===== src/rtl/fpu_arb_pkg.sv =====
// Shared types and round-robin pick helper for the FPU request arbiter.
// Optional build macro FPU_ARB_PRIO0_EN is handled in fpu_rr_arbiter.
package fpu_arb_pkg;

    localparam int unsigned MAX_REQ = 32;
    localparam int unsigned ID_W    = 5;

    typedef enum logic [1:0] {
        RUN,
        DRAIN,
        HELD
    } fsm_state_e;

    typedef struct packed {
        logic            vld;
        logic [ID_W-1:0] id;
    } tag_t;

    // One-hot grant of the first set bit of req searching from ptr+1, modulo n.
    function automatic logic [MAX_REQ-1:0] rr_pick(input logic [MAX_REQ-1:0] req,
                                                   input logic [ID_W-1:0]    ptr,
                                                   input int unsigned        n);
        logic [MAX_REQ-1:0] gnt;
        logic               found;
        int unsigned        idx;
        gnt   = '0;
        found = 1'b0;
        idx   = 0;
        for (int unsigned k = 1; k <= MAX_REQ; k++) begin
            idx = (32'(ptr) + k) % n;
            if (k <= n && !found && req[idx[ID_W-1:0]]) begin
                gnt[idx[ID_W-1:0]] = 1'b1;
                found              = 1'b1;
            end
        end
        return gnt;
    endfunction

endpackage


===== src/rtl/fpu_req_arbiter_if.sv =====
// Requester / FPU handshake bundle for fpu_req_arbiter; slave is the arbiter side.
interface fpu_req_arbiter_if #(
    parameter int unsigned NUM_REQ = 4,
    parameter int unsigned NUM_OP  = 1
);
    logic [NUM_REQ-1:0]              i_req_valid;
    logic [NUM_REQ-1:0]              o_req_ready;
    logic [NUM_REQ-1:0][NUM_OP-1:0]  i_req_op;
    logic [NUM_REQ-1:0][31:0]        i_req_a;
    logic [NUM_REQ-1:0][31:0]        i_req_b;
    logic                            i_hold;
    logic                            o_fpu_valid;
    logic [NUM_OP-1:0]               o_fpu_op;
    logic [31:0]                     o_fpu_a;
    logic [31:0]                     o_fpu_b;
    logic [31:0]                     i_fpu_result;
    logic [NUM_REQ-1:0]              o_rsp_valid;
    logic [31:0]                     o_rsp_result;
    logic                            o_busy;
    logic                            o_held;

    modport slave (
        input  i_req_valid, i_req_op, i_req_a, i_req_b, i_hold, i_fpu_result,
        output o_req_ready, o_fpu_valid, o_fpu_op, o_fpu_a, o_fpu_b,
               o_rsp_valid, o_rsp_result, o_busy, o_held
    );

    modport master (
        output i_req_valid, i_req_op, i_req_a, i_req_b, i_hold, i_fpu_result,
        input  o_req_ready, o_fpu_valid, o_fpu_op, o_fpu_a, o_fpu_b,
               o_rsp_valid, o_rsp_result, o_busy, o_held
    );
endinterface


===== src/rtl/fpu_rr_arbiter.sv =====
// Round-robin request picker with pointer register, updated on handshake only.
// FPU_ARB_PRIO0_EN: requester 0 wins whenever valid and does not move the pointer.
module fpu_rr_arbiter
    import fpu_arb_pkg::*;
#(
    parameter int unsigned NUM_REQ = 4
) (
    input  logic               i_clk,
    input  logic               i_rst_n,
    input  logic [NUM_REQ-1:0] req,
    input  logic               en,
    output logic [NUM_REQ-1:0] grant,
    output logic [ID_W-1:0]    grant_id
);
    localparam int unsigned RW = $clog2(NUM_REQ);

    logic [ID_W-1:0]    ptr_q;
    logic [MAX_REQ-1:0] req_ext;
    logic [MAX_REQ-1:0] pick;
    logic               unused_pick;

    // Bits of pick above NUM_REQ are always zero.
    assign unused_pick = ^pick;

    always_comb begin
        req_ext              = '0;
        req_ext[NUM_REQ-1:0] = req;
        pick                 = rr_pick(req_ext, ptr_q, NUM_REQ);
`ifdef FPU_ARB_PRIO0_EN
        if (req[0]) begin
            pick = MAX_REQ'(1);
        end
`endif
        grant = en ? pick[NUM_REQ-1:0] : '0;
    end

    always_comb begin
        grant_id = '0;
        for (int unsigned i = 0; i < NUM_REQ; i++) begin
            if (grant[RW'(i)]) begin
                grant_id = ID_W'(i);
            end
        end
    end

    always_ff @(posedge i_clk or negedge i_rst_n) begin
        if (!i_rst_n) begin
            ptr_q <= ID_W'(NUM_REQ - 1);
        end else if (|grant) begin
`ifdef FPU_ARB_PRIO0_EN
            if (!grant[0]) begin
                ptr_q <= grant_id;
            end
`else
            ptr_q <= grant_id;
`endif
        end
    end

endmodule


===== src/rtl/fpu_req_arbiter.sv =====
// Shares one fixed-latency FPU between NUM_REQ requesters: RR grant, issue regs,
// tag pipe routing results back, hold/drain FSM. Honours FPU_ARB_PRIO0_EN (see fpu_rr_arbiter).
module fpu_req_arbiter
    import fpu_arb_pkg::*;
#(
    parameter int unsigned NUM_REQ = 4,
    parameter int unsigned NUM_OP  = 1,
    parameter int unsigned FPU_LAT = 2
) (
    input logic              i_clk,
    input logic              i_rst_n,
    fpu_req_arbiter_if.slave bus
);
    localparam int unsigned RW = $clog2(NUM_REQ);
    localparam int unsigned LW = (FPU_LAT > 1) ? $clog2(FPU_LAT) : 1;

    fsm_state_e         state_q, state_d;
    logic               grant_en;
    logic               held;
    logic               drained;
    logic               pipe_busy;
    logic [NUM_REQ-1:0] grant;
    logic [ID_W-1:0]    grant_id;
    logic [NUM_OP-1:0]  sel_op;
    logic [31:0]        sel_a, sel_b;
    logic               fpu_valid_q;
    logic [NUM_OP-1:0]  fpu_op_q;
    logic [31:0]        fpu_a_q, fpu_b_q;
    tag_t               issue_tag_q;
    tag_t [FPU_LAT-1:0] pipe_q;
    logic [NUM_REQ-1:0] rsp_onehot;
    logic [NUM_REQ-1:0] rsp_valid_q;
    logic [31:0]        rsp_result_q;

    fpu_rr_arbiter #(.NUM_REQ(NUM_REQ)) u_rr (
        .i_clk    (i_clk),
        .i_rst_n  (i_rst_n),
        .req      (bus.i_req_valid),
        .en       (grant_en),
        .grant    (grant),
        .grant_id (grant_id)
    );

    always_comb begin
        sel_op = '0;
        sel_a  = '0;
        sel_b  = '0;
        for (int unsigned i = 0; i < NUM_REQ; i++) begin
            if (grant[RW'(i)]) begin
                sel_op = bus.i_req_op[RW'(i)];
                sel_a  = bus.i_req_a[RW'(i)];
                sel_b  = bus.i_req_b[RW'(i)];
            end
        end
    end

    always_ff @(posedge i_clk or negedge i_rst_n) begin
        if (!i_rst_n) begin
            fpu_valid_q <= 1'b0;
            fpu_op_q    <= '0;
            fpu_a_q     <= '0;
            fpu_b_q     <= '0;
            issue_tag_q <= '0;
        end else begin
            fpu_valid_q     <= |grant;
            issue_tag_q.vld <= |grant;
            issue_tag_q.id  <= grant_id;
            if (|grant) begin
                fpu_op_q <= sel_op;
                fpu_a_q  <= sel_a;
                fpu_b_q  <= sel_b;
            end
        end
    end

    // Tag for an issue in cycle t+1 reaches the last stage in t+1+FPU_LAT, alongside its result.
    always_ff @(posedge i_clk or negedge i_rst_n) begin
        if (!i_rst_n) begin
            pipe_q <= '0;
        end else begin
            pipe_q[0] <= issue_tag_q;
            for (int unsigned i = 1; i < FPU_LAT; i++) begin
                pipe_q[LW'(i)] <= pipe_q[LW'(i - 1)];
            end
        end
    end

    always_comb begin
        pipe_busy = 1'b0;
        for (int unsigned i = 0; i < FPU_LAT; i++) begin
            pipe_busy = pipe_busy | pipe_q[LW'(i)].vld;
        end
        rsp_onehot = '0;
        for (int unsigned i = 0; i < NUM_REQ; i++) begin
            rsp_onehot[RW'(i)] = pipe_q[FPU_LAT-1].vld && (pipe_q[FPU_LAT-1].id == ID_W'(i));
        end
        drained = !fpu_valid_q && !pipe_busy;
    end

    always_ff @(posedge i_clk or negedge i_rst_n) begin
        if (!i_rst_n) begin
            rsp_valid_q  <= '0;
            rsp_result_q <= '0;
        end else begin
            rsp_valid_q <= rsp_onehot;
            if (pipe_q[FPU_LAT-1].vld) begin
                rsp_result_q <= bus.i_fpu_result;
            end
        end
    end

    always_ff @(posedge i_clk or negedge i_rst_n) begin
        if (!i_rst_n) begin
            state_q <= RUN;
        end else begin
            state_q <= state_d;
        end
    end

    always_comb begin
        state_d = state_q;
        case (state_q)
            RUN:     if (bus.i_hold) state_d = DRAIN;
            DRAIN:   if (!bus.i_hold) state_d = RUN;
                     else if (drained) state_d = HELD;
            HELD:    if (!bus.i_hold) state_d = RUN;
            default: state_d = RUN;
        endcase
    end

    // Reset gating keeps ready low while reset is asserted, whatever the requesters drive.
    always_comb begin
        grant_en = (state_q == RUN) && !bus.i_hold && i_rst_n;
        held     = (state_q == HELD);
    end

    assign bus.o_req_ready  = grant;
    assign bus.o_fpu_valid  = fpu_valid_q;
    assign bus.o_fpu_op     = fpu_op_q;
    assign bus.o_fpu_a      = fpu_a_q;
    assign bus.o_fpu_b      = fpu_b_q;
    assign bus.o_rsp_valid  = rsp_valid_q;
    assign bus.o_rsp_result = rsp_result_q;
    assign bus.o_busy       = pipe_busy | fpu_valid_q | (|rsp_valid_q);
    assign bus.o_held       = held;

endmodule


===== src/flat_wrapper.sv =====
// flat-port wrapper written by rule: the top's interface ports become plain ports
module fpu_req_arbiter_flat import fpu_arb_pkg::*;
#(
    parameter int unsigned NUM_REQ = 4,
    parameter int unsigned NUM_OP  = 1,
    parameter int unsigned FPU_LAT = 2
)
  (i_clk, i_rst_n, bus_i_req_valid, bus_i_req_op, bus_i_req_a, bus_i_req_b, bus_i_hold, bus_i_fpu_result, bus_o_req_ready, bus_o_fpu_valid, bus_o_fpu_op, bus_o_fpu_a, bus_o_fpu_b, bus_o_rsp_valid, bus_o_rsp_result, bus_o_busy, bus_o_held);
  fpu_req_arbiter_if #(.NUM_REQ(NUM_REQ), .NUM_OP(NUM_OP)) bus_i ();
  input logic i_clk;
  input logic i_rst_n;
  input wire logic [$bits(bus_i.i_req_valid)-1:0] bus_i_req_valid;
  input wire logic [$bits(bus_i.i_req_op)-1:0] bus_i_req_op;
  input wire logic [$bits(bus_i.i_req_a)-1:0] bus_i_req_a;
  input wire logic [$bits(bus_i.i_req_b)-1:0] bus_i_req_b;
  input wire logic [$bits(bus_i.i_hold)-1:0] bus_i_hold;
  input wire logic [$bits(bus_i.i_fpu_result)-1:0] bus_i_fpu_result;
  output wire logic [$bits(bus_i.o_req_ready)-1:0] bus_o_req_ready;
  output wire logic [$bits(bus_i.o_fpu_valid)-1:0] bus_o_fpu_valid;
  output wire logic [$bits(bus_i.o_fpu_op)-1:0] bus_o_fpu_op;
  output wire logic [$bits(bus_i.o_fpu_a)-1:0] bus_o_fpu_a;
  output wire logic [$bits(bus_i.o_fpu_b)-1:0] bus_o_fpu_b;
  output wire logic [$bits(bus_i.o_rsp_valid)-1:0] bus_o_rsp_valid;
  output wire logic [$bits(bus_i.o_rsp_result)-1:0] bus_o_rsp_result;
  output wire logic [$bits(bus_i.o_busy)-1:0] bus_o_busy;
  output wire logic [$bits(bus_i.o_held)-1:0] bus_o_held;
  assign bus_i.i_req_valid = bus_i_req_valid;
  assign bus_i.i_req_op = bus_i_req_op;
  assign bus_i.i_req_a = bus_i_req_a;
  assign bus_i.i_req_b = bus_i_req_b;
  assign bus_i.i_hold = bus_i_hold;
  assign bus_i.i_fpu_result = bus_i_fpu_result;
  assign bus_o_req_ready = bus_i.o_req_ready;
  assign bus_o_fpu_valid = bus_i.o_fpu_valid;
  assign bus_o_fpu_op = bus_i.o_fpu_op;
  assign bus_o_fpu_a = bus_i.o_fpu_a;
  assign bus_o_fpu_b = bus_i.o_fpu_b;
  assign bus_o_rsp_valid = bus_i.o_rsp_valid;
  assign bus_o_rsp_result = bus_i.o_rsp_result;
  assign bus_o_busy = bus_i.o_busy;
  assign bus_o_held = bus_i.o_held;
  fpu_req_arbiter #(.NUM_REQ(NUM_REQ), .NUM_OP(NUM_OP), .FPU_LAT(FPU_LAT)) u_core (.i_clk(i_clk), .i_rst_n(i_rst_n), .bus(bus_i));
endmodule

===== config.mk =====
export PLATFORM = sky130hd
export DESIGN_NAME = fpu_req_arbiter_flat
export DESIGN_NICKNAME = d
export VERILOG_FILES = /design/src/rtl/fpu_arb_pkg.sv /design/src/rtl/fpu_req_arbiter_if.sv /design/src/rtl/fpu_rr_arbiter.sv /design/src/rtl/fpu_req_arbiter.sv /design/src/flat_wrapper.sv
export SDC_FILE = /design/constraint.sdc
export NUM_CORES = 1
export LEC_CHECK = 0
export BUFFER_PORTS_ARGS = -buffer_cell sky130_fd_sc_hd__buf_4
export CAP_MARGIN = 10
export CORE_AREA = 2 2 159 161
export DETAILED_ROUTE_END_ITERATION = 10
export DIE_AREA = 0 0 161 163
export GPL_TIMING_DRIVEN = 1
export SLEW_MARGIN = 20
export SYNTH_ARGS = -nofsm -noshare
export SYNTH_HDL_FRONTEND = slang
export SYNTH_SLANG_ARGS = --single-unit

===== constraint.sdc =====
create_clock -name i_clk -period 4.7 [get_ports i_clk]
set_clock_uncertainty 0.1 [all_clocks]
set_input_delay 0 -clock i_clk [delete_from_list [all_inputs] [get_ports i_clk]]
set_output_delay 0 -clock i_clk [all_outputs]
set_load 0.01 [all_outputs]

==> impl_metrics.toml, run 1 <==
[outcome]
status = "complete, no violations"

[clock_network]
cts_setup_buffers = 0
tritoncts = "built"
insertion_delay_ps = 410
cts_resized = 0
clockBufferDepth = 2
cts_buffers = 17
cts_sinks = 114
htreeDepth = 4
cts_root_buf = "clkbuf_16"
path_clk_slew_ps = 70

[setup_path]
critPathSlowestCell = "dfstp_2"
path_max_fanout = 21
worst-path-buf-inv = 3
critPathArrivalTime_ps = 4450
cp_cell_sequence = "inv_1 > ha_1 > mux4_2 > nor4b_4 > o2bb2ai_1 > or2_2 > buf_4 > nor3_1 > o221ai_1 > a31oi_1 > dlygate4sd3_1"
start_kind = "flip-flop"
critPathCaptureType = "flip-flop"
max_stage_delay_ps = 650
critPathKind = "reg2reg"
critical_path_required_ps = 4890
path_delay_family = "buffers and inverters"

[timing]
slew_headroom = 0.4250
timing.hold.ws_ps = 230.9
fin_crit_sh = 0.9062
fmax_mhz = 234.8
hold_viol_final = 0
setup_viol = 0
rsz0062_at_grt = "no"
worstMarginPinSlew_ps = 862.5
final-max-slew-violation-count = 0
setup_tns_ps = 0
layout_min_cycle_time_ps = 4259

[synth]
synthDistinctLibCells = 40
seq_area_frac_synth = 0.4280
ys_warn_count = 0
synth_ff_type = "dfrtp_1"
syn_nets = 1105
async_flop_share = 1.000
avgSynthCellArea_um2 = 8.360
ys_ff_latch = 114
synth_edf_count = 0
synthTopCellsByArea = "dfrtp_1 (42%), o221ai_1 (8.5%), inv_1 (7.6%)"
synthCells = 798
synth_area_um2 = 6671
synth_top_area_frac = 0.4201
yosysTopAreaCell = "dfrtp_1"

[routing]
drt_iter0_markers = 446
num_vias = 8020
route.detailed.drc = 0
ant_nets = 0
viasPerCell = 4.785
drtPass1Iterations = 4
routed_wl_um = 28030
wl_per_cell_um = 16.72

[place]
io_buffers = 406
dp_cells = 1480
place_hpwl_um = 18500
dpl_cell_area_um2 = 9996
gp_congestion = 0.8316

[grt]
gr-usage-met3 = 0.04991
grt_use_met2 = 0.3718
grt_pass1_vias = 8116
grt_max_degree = 133
antenna_found_initial = 0
grt-ovfl-total = 0
grt_pass1_wl_um = 42660
globalRouteMet1Util = 0.2415
grt.busiest_layer = "met2"
grtUsageTotal = 0.2068

[final_layout]
antenna_cells = 0
drive_gt1_frac = 0.3730
fin_cells = 1676
layout.nets = 1640
syn_to_final_growth_pct = 83.23
final_cell_mix = "buf_4 (417), dlygate4sd3_1 (164), inv_1 (135)"
stdcell_area_um2 = 12220
layout_commonest_cell = "buf_4"

[floorplan]
rows = 58
io_pins = 407
dieArea_um2 = 26240
fp.dieW_um = 161
die_h_um = 163
core_area_um2 = 24670
start_util = 0.2704

[power_and_ir_drop]
irDropWorstVdd_mv = 0.2439
cellPowerDensity_nw_per_um2 = 591.6
p_leak_nw = 5.889
total_power_w = 0.007231

[worst_hold_path]
hold_path.class = "in2async"

[run]
max_cap_violations = 0
==> cells by family (layout without fill, tap and decap cells) <==
group           count (synthesis)  count (layout)  share of synthesized area
buf+inv                       205             753                     0.1273
mux                            36              36                    0.06752
compound gates                210             210                     0.2123
fa+ha+maj                       8               8                    0.01500
simple gates                  225             225                     0.1499
flops                         114             114                     0.4280
==> metrics by stage <==
step	utilization	setup slack (ps)
final	0.4954	440.8
after global routing	0.4954	189.6
after CTS	0.4954	451.9
after detailed placement	0.4051	1015
after global placement	0.4051	1106
after floorplan	-	1612
==> per-layer routing <==
metal,vias to the layer above,part of all wire
li1,3834,-
met2,340,0.51
met5,-,0
met4,0,0.020
met1,3813,0.40
met3,33,0.068
==> state kept, by name, summed over array words and instances (netlist names) <==
register,cells
u_core.bus.o_fpu_b,32
u_core.bus.o_rsp_result,32
u_core.bus.o_rsp_valid,4
u_core.bus.o_fpu_op,1
u_core.state_q,2
u_core.bus.o_fpu_valid,1
u_core.bus.o_fpu_a,32
u_core.u_rr.ptr_q,2
u_core.pipe_q,6
u_core.issue_tag_q,2
==> Yosys cell counts (3+ instances only) <==
| cell | number |
|---|---|
| ha_1 | 8 |
| inv_1 | 135 |
| nand2_1 | 78 |
| buf_6 | 6 |
| a31oi_1 | 65 |
| nor3_1 | 66 |
| o21ai_1 | 29 |
| dfrtp_1 | 112 |
| buf_2 | 22 |
| clkbuf_1 | 32 |
| o21ai_2 | 3 |
| nor2_1 | 68 |
| o21ai_0 | 38 |
| buf_1 | 7 |
| o221ai_1 | 65 |
| mux4_2 | 4 |
| mux2_2 | 32 |
==> cell type report <==
cell class              instances  area, um^2
fillers                      2389       12450
clock inverters                15       161.4
repair buffers                585        4852
clock buffers                  17       425.4
inverters                     136       510.5
flip-flops and latches        114        2855
well taps                     330       412.9
multi-input cells             479        3007
==> worst register-to-register path, cell delays in order (launching register included) <==
cell and delay (ps):
dfstp_2 650, inv_1 150, ha_1 340, mux4_2 420
nor4b_4 390, o2bb2ai_1 230, or2_2 560, buf_4 310
nor3_1 70, o221ai_1 220, a31oi_1 130, dlygate4sd3_1 580
==> path summary, 6_finish.rpt <==
path                                 startpoint                endpoint  slack (ps)  cells after the start
min reg2reg                    u_core.pipe_q[0]        u_core.pipe_q[6]         250                      0
max reg2reg                u_core.u_rr.ptr_q[0]  u_core.bus.o_fpu_a[26]         440                     11
min                                     i_rst_n       u_core.state_q[1]         230                      3
max in group asynchronous               i_rst_n  u_core.bus.o_fpu_b[30]        2930                      4
min in group i_clk             u_core.pipe_q[0]        u_core.pipe_q[6]         250                      0
max                        u_core.u_rr.ptr_q[0]  u_core.bus.o_fpu_a[26]         440                     11
==> repair_timing <==
action	in CTS	in global routing
hold buffers	164	0
endpoints found under the hold margin	149	0
setup endpoints to repair	0	0
==> power breakdown <==
| part | leakage, nW | internal (W) | switching (W) | total, W |
|---|---|---|---|---|
| registers | 1.37 | 0.00149 | 0.000291 | 0.00178 |
| logic | 4.23 | 0.00223 | 0.00191 | 0.00415 |
| clock network | 0.288 | 0.000754 | 0.000549 | 0.00130 |
Note: power is estimated with default switching activity, not from simulation.
==> run 2, diff against run 1 <==
Settings changed: HOLD_SLACK_MARGIN set to 0.12, SYNTH_HIERARCHICAL set to 1.
==> run 2 against run 1 <==
  * Via count shrank 8.9%
  * Register-to-register slack got worse by 150 ps
  * Sequential share of layout area up 1.2 points
  * First-iteration DRC count fell by 7.4%
  * Clock-buffer cell count unchanged
  * Core utilization increased by 1.2 points
  * Worst setup slack worse by 150 ps
  * Final cell count down 6.6%
  * Synthesized cell count is 16% lower
  * Critical path type unchanged
  * Largest power group unchanged
  * Highest routed layer is now met5
==> impl_metrics.toml, run 2 <==
[setup_path]
worst-path-buf-inv = 4
startpoint = "u_core/u_rr/ptr_q[1]"
crit_top_cell = "o21ai_1"
critPathSlowestCell = "dfstp_2"
path_delay_family = "buffers and inverters"
critical_path_required_ps = 4890
path_max_fanout = 56
critPathKind = "reg2reg"
critPathArrivalTime_ps = 4600
start_kind = "flip-flop"
max_stage_delay_ps = 600
cp_cell_sequence = "inv_1 > ha_1 > mux4_2 > nor4b_4 > and2_1 > o21ai_1 > bufinv_8 > buf_12 > and3b_1 > a211oi_1 > o21ai_1 > dlygate4sd3_1"
critPathCaptureType = "flip-flop"
worstReg2RegStart = "u_core/u_rr/ptr_q[1]"

[routing]
drt_iter0_markers = 413
routed_wl_um = 26970
ant_nets = 0
viasPerCell = 4.670
num_vias = 7309
route.detailed.drc = 0
drtPass1Iterations = 4
wl_per_cell_um = 17.23

[grt]
grt_pass1_vias = 7500
grt_pass1_wl_um = 40370
grtUsageTotal = 0.1963
grt_max_degree = 76
grt-ovfl-total = 0
antenna_found_initial = 1

[clock_network]
cts_sinks = 123
clockBufferDepth = 2
insertion_delay_ps = 420
htreeDepth = 4
cts_buffers = 17
tritoncts = "built"
path_clk_slew_ps = 70
cts_root_buf = "clkbuf_16"

[run]
max_cap_violations = 0

[floorplan]
io_pins = 407
start_util = 0.2757
core_area_um2 = 24670
rows = 58
die_h_um = 163
dieArea_um2 = 26240
fp.dieW_um = 161

[final_layout]
fillers = 2291
drive_gt1_frac = 0.4089
final_cell_mix = "buf_4 (416), dlygate4sd3_1 (167), dfrtp_1 (121)"
layout.nets = 1529
layout_commonest_cell = "buf_4"
syn_to_final_growth_pct = 84.25
antenna_cells = 0

[timing]
setup_tns_ps = 0
fmax_mhz = 226.9
worstMarginPinSlew_ps = 1050
final-max-slew-violation-count = 0
timing.hold.ws_ps = 240.8
slew_headroom = 0.2900
layout_min_cycle_time_ps = 4408
setup_viol = 0
fin_crit_sh = 0.9378
rsz0062_at_grt = "no"
hold_viol_final = 0

[power_and_ir_drop]
p_leak_nw = 6.667
cellPowerDensity_nw_per_um2 = 545.0
irDropWorstVdd_mv = 0.2507

[synth]
synthDistinctLibCells = 41
synth_commonest_cells = "dfrtp_1 (121), nand2_1 (71), and3b_1 (66), nor2b_1 (66), o21ai_1 (65)"
synthCells = 667
synth_ff_type = "dfrtp_1"
synth_area_um2 = 6802
ys_ff_latch = 123
async_flop_share = 1.000
yosysTopAreaCell = "dfrtp_1"
seq_area_frac_synth = 0.4529
synthTopCellsByArea = "dfrtp_1 (45%), and3b_1 (8.5%), a211oi_1 (7.1%)"
synth_top_area_frac = 0.4452
synth_edf_count = 0
avgSynthCellArea_um2 = 10.20
synthMostInstantiatedCell = "dfrtp_1"
ys_warn_count = 6

[worst_hold_path]
hp-start = "u_core/pipe_q[4]"
hold_path.class = "reg2reg"

[place]
io_buffers = 406
gp_congestion = 0.8654
place_hpwl_um = 18200

[outcome]
status = "complete, no violations"
[run 2: cell types whose count changed in the layout (fill, tap and decap cells not counted), moves of 65 or more]
cell / previous run / this run
o221ai_1: 65 / 0
inv_1: 135 / 3
nor3_1: 66 / 1
and3b_1: 1 / 66
a31oi_1: 65 / 0
[run 2: logic make-up after synthesis]
family                     share of synthesized area
adders and majority gates                    0.01472
other                                      0.0005513
muxes                                        0.06733
buffers and inverters                        0.04709
AOI/OAI and AO/OA                             0.2104
DFF                                           0.4529
and+or+nand+nor                               0.2070
[run 2: stage by stage]
stage / cells / instance area, um^2 / utilization / total power, W / worst slack, ps
final: 1565 / 12530 / 0.5079 / 0.006830 / 292.4
after global routing: 1565 / 12530 / 0.5079 / 0.007286 / 115.7
after CTS: 1560 / 12440 / 0.5042 / 0.006772 / 23.30
after detailed placement: 1361 / 10160 / 0.4120 / 0.004660 / 578.2
after floorplan: 669 / 6809 / - / 0.003320 / 1042
after global placement: 1361 / 10160 / 0.4120 / 0.004600 / 730.4
[run 2: area by class of cell]
cell class,count,area [um^2],area share
clock buffers,17,425.4,0.03395
flip-flops and latches,123,3080,0.2458
clock inverters,15,177.7,0.01418
multi-input cells,482,3436,0.2742
repair buffers,591,4959,0.3957
inverters,7,41.29,0.003295
well taps,330,412.9,0.03295
[run 2: per-layer routing]
layer | part of all wire | track usage
met2 | 0.51 | 0.3437
met5 | 0.00026 | 0
met4 | 0.021 | 0.06818
met1 | 0.40 | 0.2311
met3 | 0.068 | 0.05526
[run 2: path summary, 6_finish.rpt]
check | end | slack, ps | cells past startpoint
max | u_core/bus.o_fpu_b[7] | 290 | 12
max in group asynchronous | u_core/pipe_q[9] | 2820 | 4
max reg2reg | u_core/bus.o_fpu_b[7] | 290 | 12
min | u_core/pipe_q[10] | 240 | 0
min reg2reg | u_core/pipe_q[10] | 240 | 0
min in group asynchronous | u_core/bus.o_fpu_b[11] | 260 | 3
[run 2: repair_timing]
item	4_1_cts	5_1_grt
hold buffers	167	0
endpoints found under the hold margin	152	0
resized for setup	0	8
setup buffers	0	4
setup endpoints to repair	0	64
[run 2: power by group]
part | leakage [nW] | switching [W] | internal, W
clock network | 0.290 | 0.000587 | 0.000762
registers | 1.51 | 0.000260 | 0.00154
logic | 4.87 | 0.00156 | 0.00212
total | 6.67 | 0.00241 | 0.00443
